File: config.mk
export PLATFORM = sky130hd
export DESIGN_NAME = sprite_mover
export DESIGN_NICKNAME = d
export VERILOG_FILES = /design/src/rtl/sprite_mover.sv
export SDC_FILE = /design/constraint.sdc
export NUM_CORES = 1
export LEC_CHECK = 0
export BUFFER_PORTS_ARGS = -buffer_cell sky130_fd_sc_hd__buf_4
export CORE_ASPECT_RATIO = 1.5
export CORE_UTILIZATION = 41
export CTS_BUF_LIST = sky130_fd_sc_hd__clkbuf_8
export CTS_CLUSTER_SIZE = 10
export DETAILED_ROUTE_END_ITERATION = 8
export GPL_ROUTABILITY_DRIVEN = 0
export MAX_ROUTING_LAYER = met4
export SYNTH_ARGS = -nofsm -noshare
export SYNTH_HDL_FRONTEND = slang
export SYNTH_SLANG_ARGS = --single-unit
File: constraint.sdc
create_clock -name clock -period 3.6 [get_ports clock]
set_input_delay 0 -clock clock [delete_from_list [all_inputs] [get_ports clock]]
set_output_delay 0 -clock clock [all_outputs]
set_load 0.02 [all_outputs]
File: src/rtl/sprite_mover.sv
// sprite_mover: erases a rectangular sprite at its previous position, then
// draws it at a new one, one clipped pixel per cycle for vga_adapter.
//
// Ports:
//   clock, reset        : system clock, synchronous active-high reset
//   req                 : start a move (sampled only while idle)
//   nextX, nextY        : new top-left corner of the sprite
//   colour              : sprite colour for the draw pass
//   erase_en            : erase the previous position before drawing
//   busy, done          : busy for the whole move, done pulses at its end
//   oX, oY, oColour     : pixel address and colour
//   oPlot               : pixel write enable (low for off-screen pixels)
module sprite_mover #(
    parameter int X_W       = 8,
    parameter int Y_W       = 7,
    parameter int COLOUR_W  = 9,
    parameter int SCREEN_W  = 160,
    parameter int SCREEN_H  = 120,
    parameter int SPR_W     = 10,
    parameter int SPR_H     = 10,
    parameter int BG_COLOUR = 0
) (
    input  logic                clock,
    input  logic                reset,
    input  logic                req,
    input  logic [X_W-1:0]      nextX,
    input  logic [Y_W-1:0]      nextY,
    input  logic [COLOUR_W-1:0] colour,
    input  logic                erase_en,
    output logic                busy,
    output logic                done,
    output logic [X_W-1:0]      oX,
    output logic [Y_W-1:0]      oY,
    output logic [COLOUR_W-1:0] oColour,
    output logic                oPlot
);

    localparam int CX_W = (SPR_W > 1) ? $clog2(SPR_W) : 1;
    localparam int CY_W = (SPR_H > 1) ? $clog2(SPR_H) : 1;

    localparam logic [CX_W-1:0]     CX_LAST = CX_W'(SPR_W - 1);
    localparam logic [CY_W-1:0]     CY_LAST = CY_W'(SPR_H - 1);
    localparam logic [X_W:0]        SCR_W   = (X_W + 1)'(SCREEN_W);
    localparam logic [Y_W:0]        SCR_H   = (Y_W + 1)'(SCREEN_H);
    localparam logic [COLOUR_W-1:0] BG      = COLOUR_W'(BG_COLOUR);

    typedef enum logic [1:0] {
        IDLE,
        ERASE,
        DRAW,
        DONE
    } state_t;

    state_t state;

    logic [CX_W-1:0]     cx;
    logic [CY_W-1:0]     cy;
    logic [X_W-1:0]      lat_x;
    logic [Y_W-1:0]      lat_y;
    logic [COLOUR_W-1:0] lat_col;
    logic [X_W-1:0]      prev_x;
    logic [Y_W-1:0]      prev_y;
    logic                have_prev;

    logic                last_col;
    logic                last_pix;
    logic                start_erase;
    logic [CX_W-1:0]     step_cx;
    logic [CY_W-1:0]     step_cy;

    // Pixel that will be presented on the outputs after the next edge.
    logic [X_W-1:0]      pb_x;
    logic [Y_W-1:0]      pb_y;
    logic [CX_W-1:0]     pc_x;
    logic [CY_W-1:0]     pc_y;
    logic [COLOUR_W-1:0] p_col;
    logic [X_W:0]        sum_x;
    logic [Y_W:0]        sum_y;
    logic                pix_on;

    always_comb begin
        last_col    = (cx == CX_LAST);
        last_pix    = last_col && (cy == CY_LAST);
        step_cx     = last_col ? '0 : cx + CX_W'(1);
        step_cy     = last_col ? cy + CY_W'(1) : cy;
        start_erase = erase_en && have_prev;

        pb_x  = lat_x;
        pb_y  = lat_y;
        pc_x  = '0;
        pc_y  = '0;
        p_col = lat_col;

        unique case (state)
            IDLE: begin
                if (start_erase) begin
                    pb_x  = prev_x;
                    pb_y  = prev_y;
                    p_col = BG;
                end else begin
                    pb_x  = nextX;
                    pb_y  = nextY;
                    p_col = colour;
                end
            end
            ERASE: begin
                // On the last erase pixel the defaults select draw pixel 0.
                if (!last_pix) begin
                    pb_x  = prev_x;
                    pb_y  = prev_y;
                    pc_x  = step_cx;
                    pc_y  = step_cy;
                    p_col = BG;
                end
            end
            DRAW: begin
                pc_x = step_cx;
                pc_y = step_cy;
            end
            default: begin
            end
        endcase

        // One extra bit so pixels past the screen edge are seen, not wrapped.
        sum_x  = {1'b0, pb_x} + (X_W + 1)'(pc_x);
        sum_y  = {1'b0, pb_y} + (Y_W + 1)'(pc_y);
        pix_on = (sum_x < SCR_W) && (sum_y < SCR_H);
    end

    always_ff @(posedge clock) begin
        if (reset) begin
            state     <= IDLE;
            busy      <= 1'b0;
            done      <= 1'b0;
            oX        <= '0;
            oY        <= '0;
            oColour   <= '0;
            oPlot     <= 1'b0;
            cx        <= '0;
            cy        <= '0;
            lat_x     <= '0;
            lat_y     <= '0;
            lat_col   <= '0;
            prev_x    <= '0;
            prev_y    <= '0;
            have_prev <= 1'b0;
        end else begin
            unique case (state)
                IDLE: begin
                    done  <= 1'b0;
                    oPlot <= 1'b0;
                    if (req) begin
                        lat_x   <= nextX;
                        lat_y   <= nextY;
                        lat_col <= colour;
                        cx      <= '0;
                        cy      <= '0;
                        busy    <= 1'b1;
                        state   <= start_erase ? ERASE : DRAW;
                        oX      <= sum_x[X_W-1:0];
                        oY      <= sum_y[Y_W-1:0];
                        oColour <= p_col;
                        oPlot   <= pix_on;
                    end
                end
                ERASE: begin
                    if (last_pix) begin
                        cx    <= '0;
                        cy    <= '0;
                        state <= DRAW;
                    end else begin
                        cx <= step_cx;
                        cy <= step_cy;
                    end
                    oX      <= sum_x[X_W-1:0];
                    oY      <= sum_y[Y_W-1:0];
                    oColour <= p_col;
                    oPlot   <= pix_on;
                end
                DRAW: begin
                    if (last_pix) begin
                        state <= DONE;
                        done  <= 1'b1;
                        oPlot <= 1'b0;
                    end else begin
                        cx      <= step_cx;
                        cy      <= step_cy;
                        oX      <= sum_x[X_W-1:0];
                        oY      <= sum_y[Y_W-1:0];
                        oColour <= p_col;
                        oPlot   <= pix_on;
                    end
                end
                DONE: begin
                    done      <= 1'b0;
                    busy      <= 1'b0;
                    oPlot     <= 1'b0;
                    prev_x    <= lat_x;
                    prev_y    <= lat_y;
                    have_prev <= 1'b1;
                    state     <= IDLE;
                end
                default: begin
                    state <= IDLE;
                end
            endcase
        end
    end

endmodule

# --- After elaboration in Yosys (flattened, before gate mapping) ---
# Index checks and enable logic that the tools add are counted.
word_totals:
  reg_bits: 77
  input_bits: 28
  out_inout_bits: 27
  wordCells: 84
op_classes:
  n_addsub: 4
  order_cmp: 2
  eq_ne: 9
  n_mux: 41
  reduce_logical: 13
op_table:
  columns: ["op", "n"]
  rows:
  - ["9-bit 2-to-1 mux", 4]
  - ["8-bit 2-to-1 mux", 4]
  - ["4-bit 2-to-1 mux", 7]
  - ["7-bit 2-to-1 mux", 4]
  - ["9-bit case mux with 3 select lines", 1]
  - ["4-bit case mux with 3 select lines", 2]
  - ["8-bit case mux with 3 select lines", 1]
  - ["7-bit case mux with 3 select lines", 1]
  - ["9-bit case mux with 2 select lines", 1]
  - ["4-bit case mux with 2 select lines", 2]
  - ["8-bit case mux with 2 select lines", 1]
  - ["7-bit case mux with 2 select lines", 1]
  - ["8-bit by 4-bit adder with 9-bit output", 1]
  - ["9-bit by 8-bit less-than comparator with 1-bit output, second input constant", 1]
  - ["4-bit by 1-bit adder with 4-bit output, second input constant", 2]
  - ["7-bit by 4-bit adder with 8-bit output", 1]
  - ["4-bit equality test, second input constant", 2]
  - ["8-bit by 7-bit less-than comparator with 1-bit output, second input constant", 1]
  - ["2-bit 2-to-1 mux", 4]
  - ["2-bit inequality test, second input constant", 4]
  - ["2-bit case mux with 4 select lines", 1]
  - ["2-bit AND reduction", 3]
  - ["3-bit AND reduction", 2]
  - ["2-bit equality test, second input constant", 2]
  - ["other kinds (9)", 16]

# --- Longest topological paths before layout ---
# Gate-level depths: netlist of run 1.
logic_depth:
  word_depth: 9
  ltp_mapped: 19
  ltp_nobuf: 17

# --- Worst setup path after synthesis of run 1 ---
# Ideal clock, no wire load.
synth_timing:
  kind: "flip-flop to flip-flop"
  startpoint: "register state[0]"
  endpoint: "register oPlot"
  setup_time_ns: 0.088
  arrival_ns: 3.406
  required_time_ns: 3.512
  path_slack_ns: 0.106
  path_stages_with_launch: 19
  path_buffers: 3
  synth_period_minus_slack_ns: 3.494
  cell_sequence: "dfxtp_1 > inv_1 > ha_1 > clkbuf_1 > nor2_1 > a31o_4 > clkbuf_1 > clkbuf_1 > a222oi_1 > inv_1 > ha_1 > fa_1 > a21oi_1 > nor2_1 > nor2_1 > inv_1 > a211oi_1 > a311oi_1 > nor4_2"
synth_via:
  elab_chain_cells: 7
  word_cells_on_any_way: 16
  cone_classes: "add/sub: 2; order compare: 2; eq/ne: 3; mux: 7; reduce/logical: 2"
synth_lines:
  columns: ["element", "line_no", "rtl"]
  rows:
  - ["start: declaration", "54", "state_t state;"]
  - ["start signal: assignment", "159", "state <= start_erase ? ERASE : DRAW;"]
  - ["2-bit by 1-bit equality test with 1-bit output (tied with other cells)", "94, 148", null]
  - ["8-bit case mux with 2 select lines (tied with other cells)", "94", "unique case (state)"]
  - ["8-bit by 4-bit adder with 9-bit output / 7-bit by 4-bit adder with 8-bit output (equally long branches)", "125, 126", null]
  - ["9-bit by 8-bit less-than comparator with 1-bit output / 8-bit by 7-bit less-than comparator with 1-bit output (equally long branches)", "127", "pix_on = (sum_x < SCR_W) && (sum_y < SCR_H);"]
  - ["1-bit logical AND", "127", null]
  - ["1-bit 2-to-1 mux (on tied branches)", "181, 152", null]
  - ["1-bit case mux with 4 select lines (*)", "148", "unique case (state)"]
  - ["end signal: assignment", "163", "oPlot <= pix_on;"]
  - ["end signal: assignment", "178", "oPlot <= pix_on;"]
  - ["end signal: assignment", "191", "oPlot <= pix_on;"]
  - ["end: declaration", "35", "output logic oPlot"]
# Mark *: on every way between the ends. The rest lies on a longest branch, timed or not.
# A chain may end at the register's enable or synchronous reset.

# --- Worst setup path after layout of run 1 ---
layout_timing:
  startpoint: "register cy[1]"
  endpoint: "register oPlot"
layout_via:
  elab_chain_cells: 9
  word_cells_on_any_way: 20
  cone_classes: "add/sub: 3; order compare: 2; eq/ne: 1; mux: 12; reduce/logical: 2"
layout_lines:
  columns: ["element", "line_no", "rtl"]
  rows:
  - ["start: declaration", "57", "logic [CY_W-1:0] cy;"]
  - ["start signal: assignment", "173", "cy <= step_cy;"]
  - ["start signal: assignment", "187", "cy <= step_cy;"]
  - ["4-bit by 1-bit adder with 4-bit output / 4-bit equality test (equally long branches)", "85, 83", null]
  - ["4-bit 2-to-1 mux / 1-bit logical AND (equally long branches)", "85, 83", null]
  - ["4-bit 2-to-1 mux", "108", "if (!last_pix) begin"]
  - ["4-bit case mux with 2 select lines (*)", "94", null]
  - ["net pc_y[1]", "75", "logic [CY_W-1:0] pc_y;"]
  - ["7-bit by 4-bit adder with 8-bit output (*)", "126", "sum_y = {1'b0, pb_y} + (Y_W + 1)'(pc_y);"]
  - ["8-bit by 7-bit less-than comparator with 1-bit output (*)", "127", null]
  - ["1-bit logical AND (*)", "127", null]
  - ["1-bit 2-to-1 mux (on tied branches)", "181, 152", null]
  - ["1-bit case mux with 4 select lines (*)", "148", null]
# Mark *: on every way through the listed nets, which the timed path passes. The rest lies on a longest branch.

==> results of run 1 <==
==> power breakdown <==
group / total (W) / switching (W) / leakage (nW) / internal (W)
sequential: 0.00114 / 0.000106 / 0.630 / 0.00103
clock: 0.000633 / 0.000323 / 0.0960 / 0.000310
combinational: 0.00151 / 0.000904 / 1.32 / 0.000606
total: 0.00328 / 0.00133 / 2.04 / 0.00195
==> cells in the final DEF (no fill, tap or decap), drive strengths merged, types with 2 or more instances in the layout <==
master and count:
o22ai 2, and3b 2, nor2 51, clkinv 3, a311oi 2, dfxtp 77, a21o 2, nand3 5
nand2 86, inv 22, clkbuf 9, and2 3, o21bai 3, nor3 14, a211oi 6, a21boi 2
dlygate4sd3 24, buf 76, ha 17, a21oi 52, mux2 6, or3 2, a31oi 2, o21ai 10
a221oi 11, fa 2, mux2i 16, xnor2 6, xor2 6, a222oi 12, and3 3
==> sequential cells by signal, indices dropped and copies added, names as in the netlist <==
register / count
state: 2
oX: 8
lat_y: 7
oY: 7
prev_x: 8
oPlot: 1
oColour: 9
lat_col: 9
busy: 1
cx: 4
cy: 4
prev_y: 7
done: 1
lat_x: 8
have_prev: 1
==> through the flow <==
step | cells | worst slack, ns
after floorplan | 465 | 0.1058
after global placement | 620 | 0.06994
after detailed placement | 620 | -0.08821
after CTS | 659 | 0.07472
after global routing | 661 | 0.008597
final | 661 | 0.2129
==> final cells by class <==
cell class | count | share of cell area [%]
Tap cell | 110 | 2.815
Clock inverter | 6 | 1.152
Multi-Input combinational cell | 338 | 43.51
Timing Repair Buffer | 100 | 16.84
Sequential cell | 77 | 31.53
Clock buffer | 9 | 2.534
Inverter | 21 | 1.612
==> worst max-delay path: cells and delay by family, from the launching register on <==
kind | cells | cell delay (ns)
simple gates | 5 | 1.02
fa+ha+maj | 2 | 0.46
buf+inv | 1 | 0.06
compound gates | 6 | 1.38
flops | 1 | 0.40
==> layer usage <==
metal / vias up / global-route usage (%) / part of all wire, % / wire length [µm]
met5: - / - / 0 / 0
met4: 0 / 8.705 / 1.5 / 159
met3: 12 / 4.259 / 4.4 / 457
met2: 97 / 38.03 / 51 / 5268
met1: 1671 / 28.35 / 43 / 4437
li1: 1780 / - / - / -
==> cell families after synthesis <==
kind of cell	after synthesis	synth area share, %
and+or+nand+nor	175	19.65
AOI/OAI and AO/OA	110	19.46
DFF	77	40.42
buffers and inverters	50	5.118
muxes	22	5.971
adders and majority gates	19	6.627
xor gates and xnor gates	12	2.756
==> how the worst max path moves through the flow <==
| stage | cells past startpoint | endpoint | slack [ns] |
|---|---|---|---|
| 2_1_floorplan | 18 | oPlot$_SDFF_PP0_ | 0.11 |
| 3_3_place_gp | 14 | oPlot$_SDFF_PP0_ | 0.07 |
| 3_5_place_dp | 14 | oPlot$_SDFF_PP0_ | -0.09 |
| 4_1_cts | 14 | oPlot$_SDFF_PP0_ | 0.07 |
| 5_1_grt | 16 | oPlot$_SDFF_PP0_ | 0.009 |
| 6_report | 14 | oPlot$_SDFF_PP0_ | 0.21 |
==> what timing repair did <==
| item | in CTS | in global routing |
|---|---|---|
| gates cloned | 0 | 0 |
| hold buffers | 24 | 0 |
| buffers inserted | 0 | 2 |
| endpoints found under the setup margin | 2 | 4 |
| pin swaps | 0 | 4 |
| endpoints found under the hold margin | 33 | 0 |
| resized for setup | 1 | 11 |
==> metrics.txt, run 1 <==
CP Data Required Time roughly 3.9 ns; Total Wirelength roughly 10000 µm; hold_sp req; CTS sink count 77; Final Hold Slack a little under 0.05 ns; Hold Fails Final Rpt 0; Worst Tran Pin Value ~1.0 ns; Clock Path Buffers 2; core footprint roughly 8900 µm²; CTS tree built; DIE WIDTH between 80 and 90 µm; die area 9699 µm²; maximum fanout along the worst path 5; overall routing resource usage between 20% and 30%; height of the die 120.1 µm; max-slew violations 0; hold path endpoint busy$_SDFFE_PP0P_; FMAX 0.2952 GHz; CP startpoint cy[1]$_SDFFE_PP0P_; dpl hpwl ~7100 µm; Tot Pwr 0.003281 W; DR WL/cell roughly 16 µm; PD cells approximately 670 nW/µm²; # fillers roughly 870; synth top area cells dfxtp_1 40%, nand2_1 8.5%, a21oi_1 6.8%; r2r setup slk between 0.2 and 0.25 ns; initial antenna violation count 0; share of layout cells above drive strength 1 ~21%; Tightest Hold Check Type in2reg; Ys Warns 0; area grow syn2layout 28.18%; Primary FF master, synth dfxtp_1; worst-case vdd ir drop between 0.3 and 0.4 mV; vias post-DR roughly 3600; Synth Instances between 400 and 500; Post-Syn Nets slightly above 500; post-route ant nets 0; first-pass GRT wire length between 15000 and 20000 µm; post-synth top area share about 40%; CP cell instances inv_1 > ha_1 > and3b_2 > a21oi_2 > o21ai_0 > a211oi_2 > ha_1 > a21o_1 > a21oi_2 > o21bai_1 > nand2b_1 > nor3_1 > or4_1 > nor4_2; Cell Area, Synth about 3800 µm²; final worst path period share a little over nine tenths; total gr overflow 0; area of the multi-input gates around 2100 µm²; CP startpoint kind flip-flop; Max-slew headroom between 30% and 40%; CTS Buf Count 9; area occupied by registers ~1500 µm²; Max-cap violations 0; Yosys reg bits between 70 and 80; fin area between 4000 and 5000 µm²; Root Buffer clkbuf_8; First-pass DRT Iterations 5; Synth async-reset ratio 0%; R2R Path End oPlot$_SDFF_PP0_; Critical Path AT around 3.7 ns; IO buf count between 50 and 60; Placed Area 4415 µm²; vias in the first global route around 3300; status completed; starting density of the core between 40% and 50%; Seq/Total Area, Yosys between 40% and 50%; Hold Path Depth 4; Layout Utilization 54.72%; antenna fix cells 0; CTS H-Tree Depth 3; Yosys cell types between 40 and 50; TNS Setup 0 ns; Vias/cell approximately 5.4; top cells by count, synth 86 x nand2_1, 77 x dfxtp_1, 52 x a21oi_1; RSZ-0062 raised after global routing false; Post-Syn Area per Cell between 8 and 9 µm²; top-count cell post-synth nand2_1; I/O pins 55; Final Critical Period about 3.4 ns; Rows 42; clk_lat worst skew 0.37 ns; CP max stage delay 0.45 ns; Iter 0 DRT Violations about 190; Reg2Reg Depth 14; Lkg Pwr roughly 2.0 nW; Worst R2R Start cy[1]$_SDFFE_PP0P_; Post-route DRC 0; Clock transition at path regs around 0.09 ns; Max Clock Skew about 0.013 ns; final setup violating endpoints 0; CP endpoint kind flip-flop; EDFF count, synth 0; CP max-delay cell or4_1; largest net degree at the start of global routing around 80; Layout Nets approximately 600; Yosys top cell by area dfxtp_1; Crit Path Category reg2reg
(Power assumes the default switching activity.)
==> inputs of run 2 (changes only) <==
--- a/config.mk
+++ b/config.mk
@@ -5,12 +5,12 @@
 export SDC_FILE = /design/constraint.sdc
 export NUM_CORES = 1
 export LEC_CHECK = 0
-export BUFFER_PORTS_ARGS = -buffer_cell sky130_fd_sc_hd__buf_4
 export CORE_ASPECT_RATIO = 1.5
 export CORE_UTILIZATION = 41
 export CTS_BUF_LIST = sky130_fd_sc_hd__clkbuf_8
 export CTS_CLUSTER_SIZE = 10
 export DETAILED_ROUTE_END_ITERATION = 8
+export DONT_BUFFER_PORTS = 1
 export GPL_ROUTABILITY_DRIVEN = 0
 export MAX_ROUTING_LAYER = met4
 export SYNTH_ARGS = -nofsm -noshare
==> metrics.txt, run 2 (synthesis gave the netlist of run 1 again) <==
vias in the first global route 3199 (-2.7%); Crit path max-delay family compound AO/OA/AOI/OAI gates; Largest regs lat_col x9, oColour x9; CP endpoint kind flip-flop; initial antenna violation count 0 (unchanged); antenna fix cells 0 (unchanged); hold path endpoint oPlot$_SDFF_PP0_; CP cell instances inv_1 > ha_1 > and3b_2 > a21oi_1 > o21ai_0 > a211oi_1 > buf_4 > ha_1 > a21o_1 > a21oi_1 > o21bai_1 > nand2b_1 > nor3_1 > or4_1 > nor4_2; Max-slew headroom 29.12% (-3.1 points); total gr overflow 0 (unchanged); TNS Setup 0 ns (unchanged); largest net degree at the start of global routing 78 (unchanged); Final Critical Period 3.393 ns (+0.005743 ns); CP max-delay cell or4_1; post-CTS setup buffers 0 (unchanged); Reg2Reg Depth 15 (+1); CTS H-Tree Depth 3 (unchanged); CP startpoint cy[1]$_SDFFE_PP0P_; Worst Tran Pin Value 1.063 ns (+0.04664 ns); First-pass DRT Iterations 5 (unchanged); max-slew violations 0 (unchanged); IO buf count 0 (-100%); Worst R2R Start cy[1]$_SDFFE_PP0P_; dpl hpwl 6899 µm (-3.1%); commonest non-fill, non-tap cell in the layout nand2_1; die area 9699 µm² (unchanged); Hold Fails Final Rpt 0 (unchanged); r2r setup slk 0.21 ns (about the same); commonest non-fill, non-tap cells in the layout 86 x nand2_1, 75 x dfxtp_1, 51 x a21oi_1, 51 x nor2_1, 27 x dlygate4sd3_1; Critical Path AT 3.68 ns (about the same); Total Wirelength 10000 µm (-3.1%); Lkg Pwr 1.787 nW (-12%); R2R Path End oPlot$_SDFF_PP0_; vias post-DR 3343 (-6.1%); I/O pins 55 (unchanged); share of layout cells above drive strength 1 10.66% (-10 points); clock share of power 22.3% (+3.0 points); FMAX 0.2947 GHz (-0.17%); part of the power in combinational logic 36.0% (-10 points); DR WL/cell 16.48 µm (+5.5%); switching power 0.001285 W (-3.6%); core footprint 8934 µm² (unchanged); Layout Nets 539 (-9.3%); height of the die 120.1 µm (unchanged); Max Clock Skew 0.01139 ns (-0.001800 ns); Max-cap violations 0 (unchanged); sw frac 41.20% (+0.57 points); post-route ant nets 0 (unchanged); Layout Utilization 50.52% (-4.2 points); CTS sink count 77 (unchanged); Rows 42 (unchanged); area grow syn2layout 18.34%; Seq pwr share 41.7% (+7.0 points); Hold Path Depth 3 (-1); Vias/cell 5.507 (+2.3%); CP Data Required Time 3.89 ns (about the same); buffers and inverters on the worst path 2 (+1); CTS tree built; final worst path period share 94.25% (+0.16 points); final setup violating endpoints 0 (unchanged); Clock Path Buffers 2 (unchanged); Post-route DRC 0 (unchanged); Root Buffer clkbuf_8; clk_lat worst skew 0.37 ns (about the same); maximum fanout along the worst path 5 (unchanged); Internal 0.001834 W (-5.8%); PD cells 691.2 nW/µm² (+3.0%); status completed; Tightest Hold Check Type in2reg; overall routing resource usage 22.56% (-0.80 points); hold_sp req; worst-case vdd ir drop 0.3507 mV (-4.9%); Clock transition at path regs 0.09 ns (about the same); DIE WIDTH 80.75 µm (unchanged); first-pass GRT wire length 15880 µm (-3.6%); Iter 0 DRT Violations 190 (-1.6%); CP max stage delay 0.44 ns (about the same); Crit Path Category reg2reg; starting density of the core 42.69% (unchanged); CP startpoint kind flip-flop; CTS Buf Count 9 (unchanged)
[run 2: cell types whose count changed in the layout (fill, tap and decap cells not counted), sizes merged]
cell         change
clkbuf           +2
clkinv           -2
dlygate4sd3      +3
buf             -58
inv              +1
[run 2: worst min-delay path, cell delays in order]
cell	delay [ns]
nor2b_1	0.17
or4_1	0.16
nor4_2	0.04
[run 2: power by group through the flow]
stage / clock (W) / combinational, W / sequential [W]
floorplan: 0 / 0.000762 / 0.00128
global placement: 0 / 0.00105 / 0.00132
detailed placement: 0 / 0.00107 / 0.00133
CTS: 0.000711 / 0.00112 / 0.00131
global route: 0.000747 / 0.00124 / 0.00133
finish: 0.000695 / 0.00112 / 0.00130
[run 2: how the worst max path moves through the flow]
stage                       end  slack [ns]  depth (start not counted)
3_3_place_gp   oPlot$_SDFF_PP0_        0.28                         15
2_1_floorplan  oPlot$_SDFF_PP0_        0.11                         18
4_1_cts        oPlot$_SDFF_PP0_        0.14                         14
3_5_place_dp   oPlot$_SDFF_PP0_        0.15                         14
5_1_grt        oPlot$_SDFF_PP0_       -0.01                         15
6_report       oPlot$_SDFF_PP0_        0.21                         15
[run 2: layer usage]
metal	wire, µm	vias up	share of wire (%)	global-route usage (%)
met5	0	-	0	-
met3	300	23	3.0	3.574
li1	-	1683	-	-
met1	4341	1566	43	26.04
met2	5021	71	50	36.49
met4	339	0	3.4	12.83
[run 2: layout make-up]
type	count	area, µm²
Tap cell	110	137.6
Clock buffer	11	151.4
Fill cell	871	4420
Timing Repair Buffer	45	437.9
Clock inverter	5	58.81
Sequential cell	77	1544
Inverter	21	78.83
Multi-Input combinational cell	338	2105
[run 2: per-stage QoR]
stage                     hold WS (ns)  cell area (µm²)  cells  setup WS (ns)  total power [W]
after detailed placement       0.07764             3988    563         0.1521         0.002393
after global routing           0.02116             4513    607       -0.01303         0.003314
final                          0.04275             4513    607         0.2071         0.003119
after global placement         0.07632             3988    563         0.2775         0.002372
after floorplan                 0.1360             3814    465         0.1058         0.002045
after CTS                      0.03231             4496    607         0.1414         0.003132
[run 2: what timing repair did]
item	in CTS	in global routing
gates resized for setup	0	8
endpoints found under the hold margin	77	0
hold buffers	28	0
endpoints found under the setup margin	0	4
